==> src/rtl/cmp_arb_pkg.sv <==
// Shared types and constants for the compare arbiter.
package cmp_arb_pkg;

    localparam int unsigned OP_WIDTH = 8;

    // Requester identifier: 0 or 1.
    typedef logic req_id_t;

    typedef enum logic [1:0] {
        IDLE = 2'd0,
        CMP  = 2'd1,
        RESP = 2'd2
    } state_e;

endpackage

==> src/rtl/eight_bit_comparator.sv <==
// Unsigned 8-bit magnitude comparator; exactly one output is high.
module eight_bit_comparator
    import cmp_arb_pkg::*;
(
    input  logic [OP_WIDTH-1:0] a,
    input  logic [OP_WIDTH-1:0] b,
    output logic                AgB,
    output logic                BgA,
    output logic                AeB
);

    assign AgB = (a > b);
    assign BgA = (b > a);
    assign AeB = (a == b);

endmodule

==> src/rtl/cmp_arbiter.sv <==
// Two-requester arbiter in front of a shared 8-bit comparator.
// Optional feature: define CMP_ARB_STATS_EN to add the eq_cnt output, a saturating
// count of accepted results that reported A==B.
module cmp_arbiter
    import cmp_arb_pkg::*;
#(
    parameter int unsigned FIRST_PRIO = 0
) (
    input  logic                clk,
    input  logic                rst_n,
    input  logic                req0,
    input  logic                req1,
    input  logic [OP_WIDTH-1:0] a0,
    input  logic [OP_WIDTH-1:0] b0,
    input  logic [OP_WIDTH-1:0] a1,
    input  logic [OP_WIDTH-1:0] b1,
    output logic                gnt0,
    output logic                gnt1,
    output logic                rsp_valid,
    output req_id_t             rsp_id,
    output logic                rsp_agb,
    output logic                rsp_bga,
    output logic                rsp_aeb,
    input  logic                rsp_ready
`ifdef CMP_ARB_STATS_EN
    ,
    output logic [OP_WIDTH-1:0] eq_cnt
`endif
);

    state_e              r_state;
    state_e              w_state_next;
    req_id_t             r_prio;
    logic [OP_WIDTH-1:0] r_op_a;
    logic [OP_WIDTH-1:0] r_op_b;
    req_id_t             r_op_id;
    req_id_t             r_rsp_id;
    logic                r_agb;
    logic                r_bga;
    logic                r_aeb;
    logic                w_gnt0;
    logic                w_gnt1;
    logic                w_accept;
    logic                w_agb;
    logic                w_bga;
    logic                w_aeb;

    // Grant selection (only in IDLE, priority pointer first) and next-state logic.
    always_comb begin
        w_state_next = r_state;
        w_gnt0       = 1'b0;
        w_gnt1       = 1'b0;
        unique case (r_state)
            IDLE: begin
                if (r_prio == 1'b0) begin
                    if (req0)      w_gnt0 = 1'b1;
                    else if (req1) w_gnt1 = 1'b1;
                end else begin
                    if (req1)      w_gnt1 = 1'b1;
                    else if (req0) w_gnt0 = 1'b1;
                end
                if (w_gnt0 || w_gnt1) w_state_next = CMP;
            end
            CMP:     w_state_next = RESP;
            RESP:    if (rsp_ready) w_state_next = IDLE;
            default: w_state_next = IDLE;
        endcase
    end

    assign w_accept = (r_state == RESP) && rsp_ready;

    // FSM state and priority pointer; priority flips away from the owner of each accepted result.
    always_ff @(posedge clk or negedge rst_n) begin
        if (!rst_n) begin
            r_state <= IDLE;
            r_prio  <= (FIRST_PRIO != 0);
        end else begin
            r_state <= w_state_next;
            if (w_accept) r_prio <= ~r_op_id;
        end
    end

    // Operand capture on the granting edge.
    always_ff @(posedge clk or negedge rst_n) begin
        if (!rst_n) begin
            r_op_a  <= '0;
            r_op_b  <= '0;
            r_op_id <= 1'b0;
        end else if (w_gnt0) begin
            r_op_a  <= a0;
            r_op_b  <= b0;
            r_op_id <= 1'b0;
        end else if (w_gnt1) begin
            r_op_a  <= a1;
            r_op_b  <= b1;
            r_op_id <= 1'b1;
        end
    end

    eight_bit_comparator u_cmp (
        .a   (r_op_a),
        .b   (r_op_b),
        .AgB (w_agb),
        .BgA (w_bga),
        .AeB (w_aeb)
    );

    // Result register loaded during the single CMP cycle, held through RESP.
    always_ff @(posedge clk or negedge rst_n) begin
        if (!rst_n) begin
            r_rsp_id <= 1'b0;
            r_agb    <= 1'b0;
            r_bga    <= 1'b0;
            r_aeb    <= 1'b0;
        end else if (r_state == CMP) begin
            r_rsp_id <= r_op_id;
            r_agb    <= w_agb;
            r_bga    <= w_bga;
            r_aeb    <= w_aeb;
        end
    end

`ifdef CMP_ARB_STATS_EN
    logic [OP_WIDTH-1:0] r_eq_cnt;

    // Saturating count of accepted equal results.
    always_ff @(posedge clk or negedge rst_n) begin
        if (!rst_n) begin
            r_eq_cnt <= '0;
        end else if (w_accept && r_aeb && (r_eq_cnt != '1)) begin
            r_eq_cnt <= r_eq_cnt + 1'b1;
        end
    end

    assign eq_cnt = r_eq_cnt;
`endif

    assign gnt0      = w_gnt0;
    assign gnt1      = w_gnt1;
    assign rsp_valid = (r_state == RESP);
    assign rsp_id    = r_rsp_id;
    assign rsp_agb   = r_agb;
    assign rsp_bga   = r_bga;
    assign rsp_aeb   = r_aeb;

endmodule

==> config.mk <==
export PLATFORM = sky130hd
export DESIGN_NAME = cmp_arbiter
export DESIGN_NICKNAME = d
export VERILOG_FILES = /design/src/rtl/cmp_arb_pkg.sv /design/src/rtl/eight_bit_comparator.sv /design/src/rtl/cmp_arbiter.sv
export SDC_FILE = /design/constraint.sdc
export NUM_CORES = 1
export LEC_CHECK = 0
export CAP_MARGIN = 5
export CORE_ASPECT_RATIO = 1.75
export CORE_MARGIN = 2
export CORE_UTILIZATION = 45
export DETAILED_ROUTE_END_ITERATION = 6
export GPL_TIMING_DRIVEN = 0
export PLACE_DENSITY_LB_ADDON = 0.05
export SLEW_MARGIN = 10
export SYNTH_ARGS = -nofsm -noshare
export SYNTH_HDL_FRONTEND = slang
export SYNTH_SLANG_ARGS = --single-unit
==> constraint.sdc <==
create_clock -name clk -period 2.6 [get_ports clk]
set_input_delay 0.65 -clock clk [delete_from_list [all_inputs] [get_ports clk]]
set_output_delay 0.65 -clock clk [all_outputs]
set_load 0.005 [all_outputs]
* After elaboration in Yosys (flattened, before gate mapping)
Cells that the tools add are included.
** Word-level totals
- Register bits :: 24
** Cells by class
- Magnitude comparators :: 2
- Eq/ne operators :: 5
- Muxes and demuxes :: 19
- Bitwise operators :: 1
- Reduce and logical (&&, ||, !) cells :: 5
** Operators with widths (number)
- $mux 8 :: 4
- $gt 8x8->1 :: 2
- $mux 1 :: 12
- $eq 8x8->1 :: 1
- $pmux 2 s3 :: 1
- $mux 2 :: 2
- $eq 2x1->1 const B :: 1
- $eq 2x2->1 const B :: 1
- $logic_not 2->1 :: 1
- $ne 2x1->1 const B :: 1
- $ne 2x2->1 const B :: 1
- $reduce_and 2->1 :: 1
- $reduce_bool 2->1 :: 1
- $logic_and 1x1->1 :: 1
- $logic_or 1x1->1 :: 1
- $not 1->1 :: 1

* Depth between registers and ports, before layout
Gate-level depths: netlist of the first run.
- Depth after elaboration :: 7
- Mapped depth :: 7
- Depth with buffers taken out :: 7

* Hierarchy
Synthesis of the first run repeated with hierarchy kept, for this count alone.
** Unflattened totals
- Cells, all modules :: 150
- Area, all modules :: 1412.6 um^2
** By module, submodules not included
- cmp_arbiter :: instances 1, cells each 121, area each 1187.4 um^2
- eight_bit_comparator :: instances 1, cells each 29, area each 225.2 um^2

* Worst setup path before layout of the first run
OpenSTA, ideal clock, no wires.
- Path type :: input port to output port
- Start point :: in req1
- End point :: out gnt0
- Data arrival time :: 1.087 ns
- Required time :: 1.950 ns
- Path slack :: 0.863 ns
- Cell stages on the path :: 4
- Path buffers :: 1
- Cell sequence :: nand2_1 > nand3_4 > clkinv_2 > buf_6
** On the way
- Longest elaborated chain between the ends :: 4
** Ends and longest elaborated chain
- start, declared :: line cmp_arbiter.sv:12 : input logic req1,
- $mux 1 :: line cmp_arbiter.sv:59 : if (req1) w_gnt1 = 1'b1;
- $mux 1 :: line cmp_arbiter.sv:55 : if (r_prio == 1'b0) begin
- $mux 1 (2 in series) :: line cmp_arbiter.sv:53 : unique case (r_state)
- end, declared :: line cmp_arbiter.sv:17 : output logic gnt0,
No other way between the ends. The select of a mux whose other input is x is not followed.

* Final worst setup path of the first run
Same ends and word-level chain as after synthesis.

==> flow_summary.toml, run 1 <==
[placed_design]
place_area_mm2 = 0.00172
place.gp.congestion = 0.727
place_ws_ns = -0.236
hpwl_um = 2380
io_buffers = 43
placed_cells = 211

[logic_synthesis]
post_synth_num_cell_types = 26
async_flop_share = 1.00
synthFlopType = "dfrtp_1"
yosysWarnings = 0
syn_avg_cell_area_um2 = 8.92
synth_cells = 141
syn_area_mm2 = 0.00126
synth_area_leaders = "dfrtp_1, nand2_1, a31oi_1"
synth_seq_area_share = 0.478
synth_top_area_frac = 0.478
synth_seq_cells = 24
synth_edf_count = 0
synth_area_leader_cell = "dfrtp_1"
syn_nets = 186

[critical_path]
path_class = "input port to output port"
reg2reg_depth = 4
critPathCaptureType = "output port"
required_ns = 1.95
r2r_start = "r_op_a[7]"
r2r_slack_ns = 1.13
slowest_delay_ns = 0.50
startpoint_type = "input port"
r2r_end = "rsp_agb"
crit_chain = "dlygate4sd2_1 -> nand2_2 -> nand3_4 -> clkinv_4 -> buf_6 -> clkdlybuf4s50_1"
slowest_stage = "clkdlybuf4s50_1"
worst-path-max-fanout = 10
cp_data_arrival_time_ns = 1.77

[clock_network]
cts_buffers = 3
clockBufferDepth = 2
cts_tree = "done"
clk_latency_ns = 0.26
clkTransAtPathRegs_ns = 0.08
clock-sinks = 24
root_buffer = "clkbuf_8"
htreeDepth = 1

[worst_hold_path]
holdCritStartpoint = "r_op_id"
holdCritPathClass = "flip-flop to flip-flop"
min_to = "r_prio"
whs_path_depth = 1

[timing]
setup_ws_ns = 0.177
relSlewSlack = 0.300
worst_slew_pin_slew_ns = 1.05
fin_skew_ns = 0.00177
min_period_ns = 2.42
setup-violations-final = 0
drv_slew = 0
finalHoldViolations = 0
tns_ns = 0
fmax_mhz = 413
min_period_over_period = 0.932
rsz0062_at_grt = "false"

[grt]
grt_remaining_overflow = 0
grt_pass1_vias = 1167
grt_pass1_wl_um = 5100
grt_max_degree = 25
track_usage = 0.209
antenna_found_initial = 0

[drt]
drc = 0
dr_total_vias = 1161
dr.pass1.iters = 4
drt_iter0_markers = 14
wl_per_cell_um = 14.1
totalWireLength_um = 3050
ant_nets = 0
post_drt_via_cell_ratio = 5.35

[die]
die_w_um = 44.0
dieArea_mm2 = 0.00325
die_y_um = 73.9
ios = 44
core_mm2 = 0.00269
core.rowCount = 25
initial_core_util = 0.467

[final_layout]
drive_gt1_frac = 0.0947
antennaDiodeCount = 0
final_cells = 217
final_cell_mix = "clkdlybuf4s50_1, nand2_1, dfrtp_1"
area_delta_synth_final_pct = 42.8
final_common_cell = "clkdlybuf4s50_1"
fin_area_mm2 = 0.00180
nets = 236
fin_util = 0.667

[power]
peakVddDrop_uv = 565
p_leak_nw = 0.836
power_density_mw_per_mm2 = 1040

[job]
drv_cap = 0

[run_status]
outcome = "finished clean"
==> registers in the layout, summed over array words and instances, names as in the netlist <==
signal   cells
r_op_a       8
r_op_b       8
r_state      2
r_op_id      1
r_prio       1
rsp_aeb      1
rsp_agb      1
rsp_bga      1
rsp_id       1
==> final cells by class <==
type | instances | area, um^2
Multi-Input combinational cell | 102 | 587
Fill cell | 226 | 895
Sequential cell | 24 | 601
Clock buffer | 4 | 55.1
Timing Repair Buffer | 45 | 443
Inverter | 10 | 42.5
Buffer | 5 | 33.8
Tap cell | 27 | 33.8
==> synth_stat cells (2+ instances only) <==
| library cell | count |
|---|---|
| nor2_1 | 17 |
| a31oi_1 | 17 |
| ha_1 | 8 |
| dfrtp_1 | 24 |
| buf_2 | 3 |
| nand2_1 | 36 |
| a21oi_1 | 4 |
| o21ai_0 | 2 |
| inv_1 | 9 |
| nand2b_1 | 2 |
| nor2b_1 | 2 |
| a21o_1 | 3 |
==> logic make-up after synthesis <==
| family | count (synthesis) | share of synthesized area |
|---|---|---|
| and+or+nand+nor | 64 | 0.231 |
| AOI/OAI and AO/OA | 29 | 0.145 |
| DFF | 24 | 0.478 |
| buffers and inverters | 15 | 0.0577 |
| adders and majority gates | 8 | 0.0796 |
| muxes | 1 | 0.00895 |
==> critical path: cells and delay by family <==
kind	cells	cell delay (ns)
and+or+nand+nor	2	0.17
buffers and inverters	4	0.96
==> worst max-delay path by stage <==
stage	to	slack (ns)	from
finish	gnt0	0.18	req1
global route	gnt0	0.14	req1
CTS	gnt0	0.17	req1
detailed placement	gnt0	-0.24	req0
global placement	gnt0	-0.20	req0
floorplan	gnt0	0.86	req1
==> power by group <==
group / leakage (nW) / internal (W) / switching (W)
Combinational: 0.534 / 0.000462 / 0.000477
Clock: 0.0288 / 0.000135 / 0.000112
Sequential: 0.273 / 0.000557 / 0.000124
Total: 0.836 / 0.00115 / 0.000713
==> metal layers <==
| layer | share of wire | routed length [um] | track usage | vias to the layer above |
|---|---|---|---|---|
| li1 | - | - | - | 573 |
| met1 | 0.36 | 1100 | 0.224 | 556 |
| met2 | 0.60 | 1820 | 0.410 | 28 |
| met3 | 0.030 | 93 | 0.0218 | 4 |
| met4 | 0.010 | 32 | 0.0606 | 0 |
| met5 | 0 | 0 | 0 | - |
==> per-stage QoR <==
stage / hold slack, ns / total power (W)
after global routing: 0.526 / 0.00203
after CTS: 0.492 / 0.00189
after global placement: 0.465 / 0.00156
final: 0.490 / 0.00187
after detailed placement: 0.473 / 0.00161
after floorplan: 0.354 / 0.00127
==> timing repair <==
item | in CTS | in global routing
hold buffers | 0 | 0
resized for setup | 4 | 0
endpoints found under the setup margin | 1 | 0
setup buffers | 2 | 0
Note: power is estimated with default switching activity, not from simulation.
==> inputs of run 2 (changes only) <==
- CAP_MARGIN: 5 -> 20
==> run 2 against run 1 <==
Via count increased by 0.34%. Cell count increased by 0.46%. Critical path depth is the same. Combinational power about the same. Highest routed layer unchanged.
==> flow_summary.toml, run 2 (synthesized netlist as in run 1, its figures left out) <==
[clock_network]
clock-sinks = 24
root_buffer = "clkbuf_8"
cts_tree = "done"
clockBufferDepth = 2
htreeDepth = 1
clkTransAtPathRegs_ns = 0.08
ctsHoldBuffers = 0
clk_latency_ns = 0.26
cts_buffers = 3

[drt]
dr_total_vias = 1165
drt_iter0_markers = 11
post_drt_via_cell_ratio = 5.34
drc = 0
dr.pass1.iters = 4
wl_per_cell_um = 14.1
ant_nets = 0
totalWireLength_um = 3080

[grt]
grt_max_degree = 25
grt_pass1_wl_um = 5100
antenna_found_initial = 0
grt_remaining_overflow = 0
grt_pass1_vias = 1167
track_usage = 0.209

[final_layout]
final_cell_mix = "clkdlybuf4s50_1, nand2_1, dfrtp_1"
fin_area_mm2 = 0.00181
final_cells = 218
largestRegisters = "r_op_a (8), r_op_b (8), r_state (2)"
final_common_cell = "clkdlybuf4s50_1"
multiInputGateArea_um2 = 587
n_fill_cell = 227
antennaDiodeCount = 0
nets = 237
drive_gt1_frac = 0.0995
area_delta_synth_final_pct = 43.7
seq_area_um2 = 601

[placed_design]
hpwl_um = 2380
place.gp.congestion = 0.727
place_ws_ns = -0.236
io_buffers = 43
place_area_mm2 = 0.00172
placed_cells = 211

[critical_path]
path_class = "input port to output port"
startpoint_type = "input port"
required_ns = 1.95
critPathCaptureType = "output port"
worst-path-max-fanout = 10
reg2reg_depth = 4
cp_data_arrival_time_ns = 1.77

[die]
die_y_um = 73.9
dieArea_mm2 = 0.00325
ios = 44
die_w_um = 44.0
core_mm2 = 0.00269
core.rowCount = 25
initial_core_util = 0.467

[timing]
min_period_ns = 2.42
finalHoldViolations = 0
fin_skew_ns = 0.00210
worst_slew_pin_slew_ns = 0.626
relSlewSlack = 0.581
rsz0062_at_grt = "false"
min_period_over_period = 0.932
drv_slew = 0
setup_ws_ns = 0.176
setup-violations-final = 0
fmax_mhz = 413
tns_ns = 0

[worst_hold_path]
whs_path_depth = 1
holdCritPathClass = "flip-flop to flip-flop"

[power]
power_density_mw_per_mm2 = 1040
p_leak_nw = 0.842
peakVddDrop_uv = 565

[run_status]
outcome = "finished clean"

[job]
drv_cap = 0
==> run 2: changes by cell type in the layout (fill, tap and decap cells not counted), sizes merged <==
cell  delta
buf      +1
==> run 2: path summary, 6_finish.rpt <==
path	startpoint	endpoint	slack [ns]
worst max-delay path	req1	gnt0	0.18
worst min-delay path	r_op_id	r_prio	0.49
worst max register to register	r_op_a[7]	rsp_agb	1.13
worst min register to register	r_op_id	r_prio	0.49
max in group asynchronous	rst_n	r_op_b[4]	1.31
min in group asynchronous	rst_n	r_prio	0.77
==> run 2: repair_timing <==
action	in CTS	in global routing
endpoints found under the setup margin	1	0
buffers inserted	2	0
hold endpoints to repair	0	0
gates resized for setup	4	0
==> run 2: area by class of cell <==
cell class | instances | area share
tap | 27 | 0.0187
sequential | 24 | 0.332
inverter | 10 | 0.0235
timing repair buffer | 46 | 0.251
buffer | 5 | 0.0187
clock buffer | 4 | 0.0305
multi-input combinational | 102 | 0.325
==> run 2: worst max-delay path, cell delays in order <==
cell	delay, ns
dlygate4sd2_1	0.26
nand2_2	0.08
nand3_4	0.09
clkinv_4	0.07
buf_6	0.13
clkdlybuf4s50_1	0.50
==> run 2: routing by layer <==
layer / wire length [um] / share of wire / GRT usage
met1: 1120 / 0.36 / 0.224
met2: 1830 / 0.59 / 0.410
met3: 93 / 0.030 / 0.0218
met4: 32 / 0.010 / 0.0606
met5: 0 / 0 / 0
==> run 2: through the flow <==
step	util	hold WS, ns	total power (W)
after floorplan	-	0.354	0.00127
after global placement	0.640	0.465	0.00156
after detailed placement	0.640	0.473	0.00161
after CTS	0.667	0.492	0.00189
after global routing	0.672	0.526	0.00204
final	0.672	0.493	0.00187
==> run 2: report_power, final <==
part | internal (W) | switching, W | leakage (nW)
clock network | 0.000135 | 0.000112 | 0.0288
logic | 0.000463 | 0.000478 | 0.540
registers | 0.000557 | 0.000125 | 0.273
total | 0.00116 | 0.000715 | 0.842
==> inputs of run 3 (changes only) <==
- REMOVE_ABC_BUFFERS: not set -> 1
==> run 3 against run 2 <==
First-iteration DRC count grew 73%. Register-to-register slack is essentially flat. Clock skew grew 0.00098 ns. Critical endpoint unchanged. Fmax shrank 4.5%. Clock power grew 31%.
==> flow_summary.toml, run 3 (synthesized netlist as in run 1, its figures left out) <==
[timing]
worst_slew_pin_slew_ns = 0.556
fmax_mhz = 394
drv_slew = 0
rsz0062_at_grt = "false"
min_period_ns = 2.54
setup-violations-final = 0
fin_skew_ns = 0.00309
setup_ws_ns = 0.0625
finalHoldViolations = 0
relSlewSlack = 0.628
min_period_over_period = 0.976

[placed_design]
hpwl_um = 1920
place_area_mm2 = 0.00169
placed_cells = 206
place_ws_ns = -0.295
io_buffers = 43
place.gp.congestion = 0.720

[die]
initial_core_util = 0.467
core_mm2 = 0.00269
core.rowCount = 25
dieArea_mm2 = 0.00325
die_y_um = 73.9
ios = 44
die_w_um = 44.0

[final_layout]
drive_gt1_frac = 0.0699
antennaDiodeCount = 0
fin_util = 0.669
area_delta_synth_final_pct = 43.1
nets = 232
final_cell_mix = "clkdlybuf4s50_1, nand2_1, dfrtp_1"
largestRegisters = "r_op_a (8), r_op_b (8), r_state (2)"
fin_area_mm2 = 0.00180
final_common_cell = "clkdlybuf4s50_1"
final_cells = 213
n_fill_cell = 247

[clock_network]
clockBufferDepth = 2
clk_latency_ns = 0.27
cts_buffers = 3
htreeDepth = 1
clkTransAtPathRegs_ns = 0.08
clock-sinks = 24
cts_tree = "done"
root_buffer = "clkbuf_8"

[critical_path]
reg2reg_depth = 4
slowest_stage = "clkdlybuf4s50_1"
crit_cells = 5
crit_chain = "clkdlybuf4s50_1 -> nand2_1 -> nand3_4 -> clkinv_8 -> clkdlybuf4s50_1"
cp_data_arrival_time_ns = 1.89
path_common_cell = "clkdlybuf4s50_1"
path_class = "input port to output port"
worst-path-max-fanout = 3
cp.buffers_inverters = 3
critPathCaptureType = "output port"
slowest_delay_ns = 0.49
required_ns = 1.95
startpoint_type = "input port"
critPathTopFamily = "buffers and inverters"

[power]
finalPower_w = 0.00188
power_density_mw_per_mm2 = 1040
peakVddDrop_uv = 529
p_leak_nw = 0.829

[drt]
drc = 0
drt_iter0_markers = 19
post_drt_via_cell_ratio = 5.25
ant_nets = 0
totalWireLength_um = 2690
dr.pass1.iters = 3
wl_per_cell_um = 12.6
dr_total_vias = 1119

[grt]
antenna_found_initial = 0
grt_pass1_wl_um = 4750
grt_remaining_overflow = 0
grt_pass1_vias = 1120
track_usage = 0.191
grt_max_degree = 34

[job]
drv_cap = 0

[worst_hold_path]
whs_path_depth = 1
holdCritPathClass = "flip-flop to flip-flop"

[run_status]
outcome = "finished clean"
## run 3: metrics by stage
| step | hold slack [ns] | TNS, ns |
|---|---|---|
| final | 0.490 | 0 |
| after global routing | 0.515 | 0 |
| after CTS | 0.495 | 0 |
| after detailed placement | 0.475 | -0.295 |
| after global placement | 0.459 | -0.293 |
| after floorplan | 0.354 | 0 |
## run 3: path summary, 6_finish.rpt
path                       startpoint   endpoint  slack, ns
min in group asynchronous       rst_n    rsp_bga       0.74
max in group asynchronous       rst_n    r_op_id       1.38
max reg2reg                r_state[0]  r_op_a[1]       1.13
min reg2reg                   rsp_aeb    rsp_aeb       0.49
max                              req1       gnt0       0.06
min                           rsp_aeb    rsp_aeb       0.49
## run 3: layout make-up
type | count | area (um^2) | area share
multi-input combinational | 102 | 584 | 0.325
inverter | 10 | 50.0 | 0.0278
clock buffer | 3 | 41.3 | 0.0229
timing repair buffer | 46 | 459 | 0.255
tap | 27 | 33.8 | 0.0188
sequential | 24 | 601 | 0.334
clock inverter | 1 | 30.0 | 0.0167
## run 3: timing repair
item                                    CTS  global route
buffers inserted                          2             0
hold buffers                              0             0
endpoints found under the setup margin    1             0
resized for setup                         3             0
## run 3: power breakdown
part	switching [W]	internal, W
clock network	0.000117	0.000206
registers	0.000120	0.000558
logic	0.000447	0.000430
total	0.000684	0.00119
## run 3: worst register-to-register path, delay by kind of cell, from the launching register on
family / cells / cell delay [ns]
AND/OR/NAND/NOR: 2 / 0.25
AO/OA/AOI/OAI: 2 / 0.68
flip-flops: 1 / 0.45
## run 3: routing by layer
metal	global-route usage	up-vias	routed length, um
met3	0.0218	5	105
met2	0.382	30	1520
met1	0.195	521	1030
met5	0	-	0
met4	0.0606	0	41
li1	-	563	-
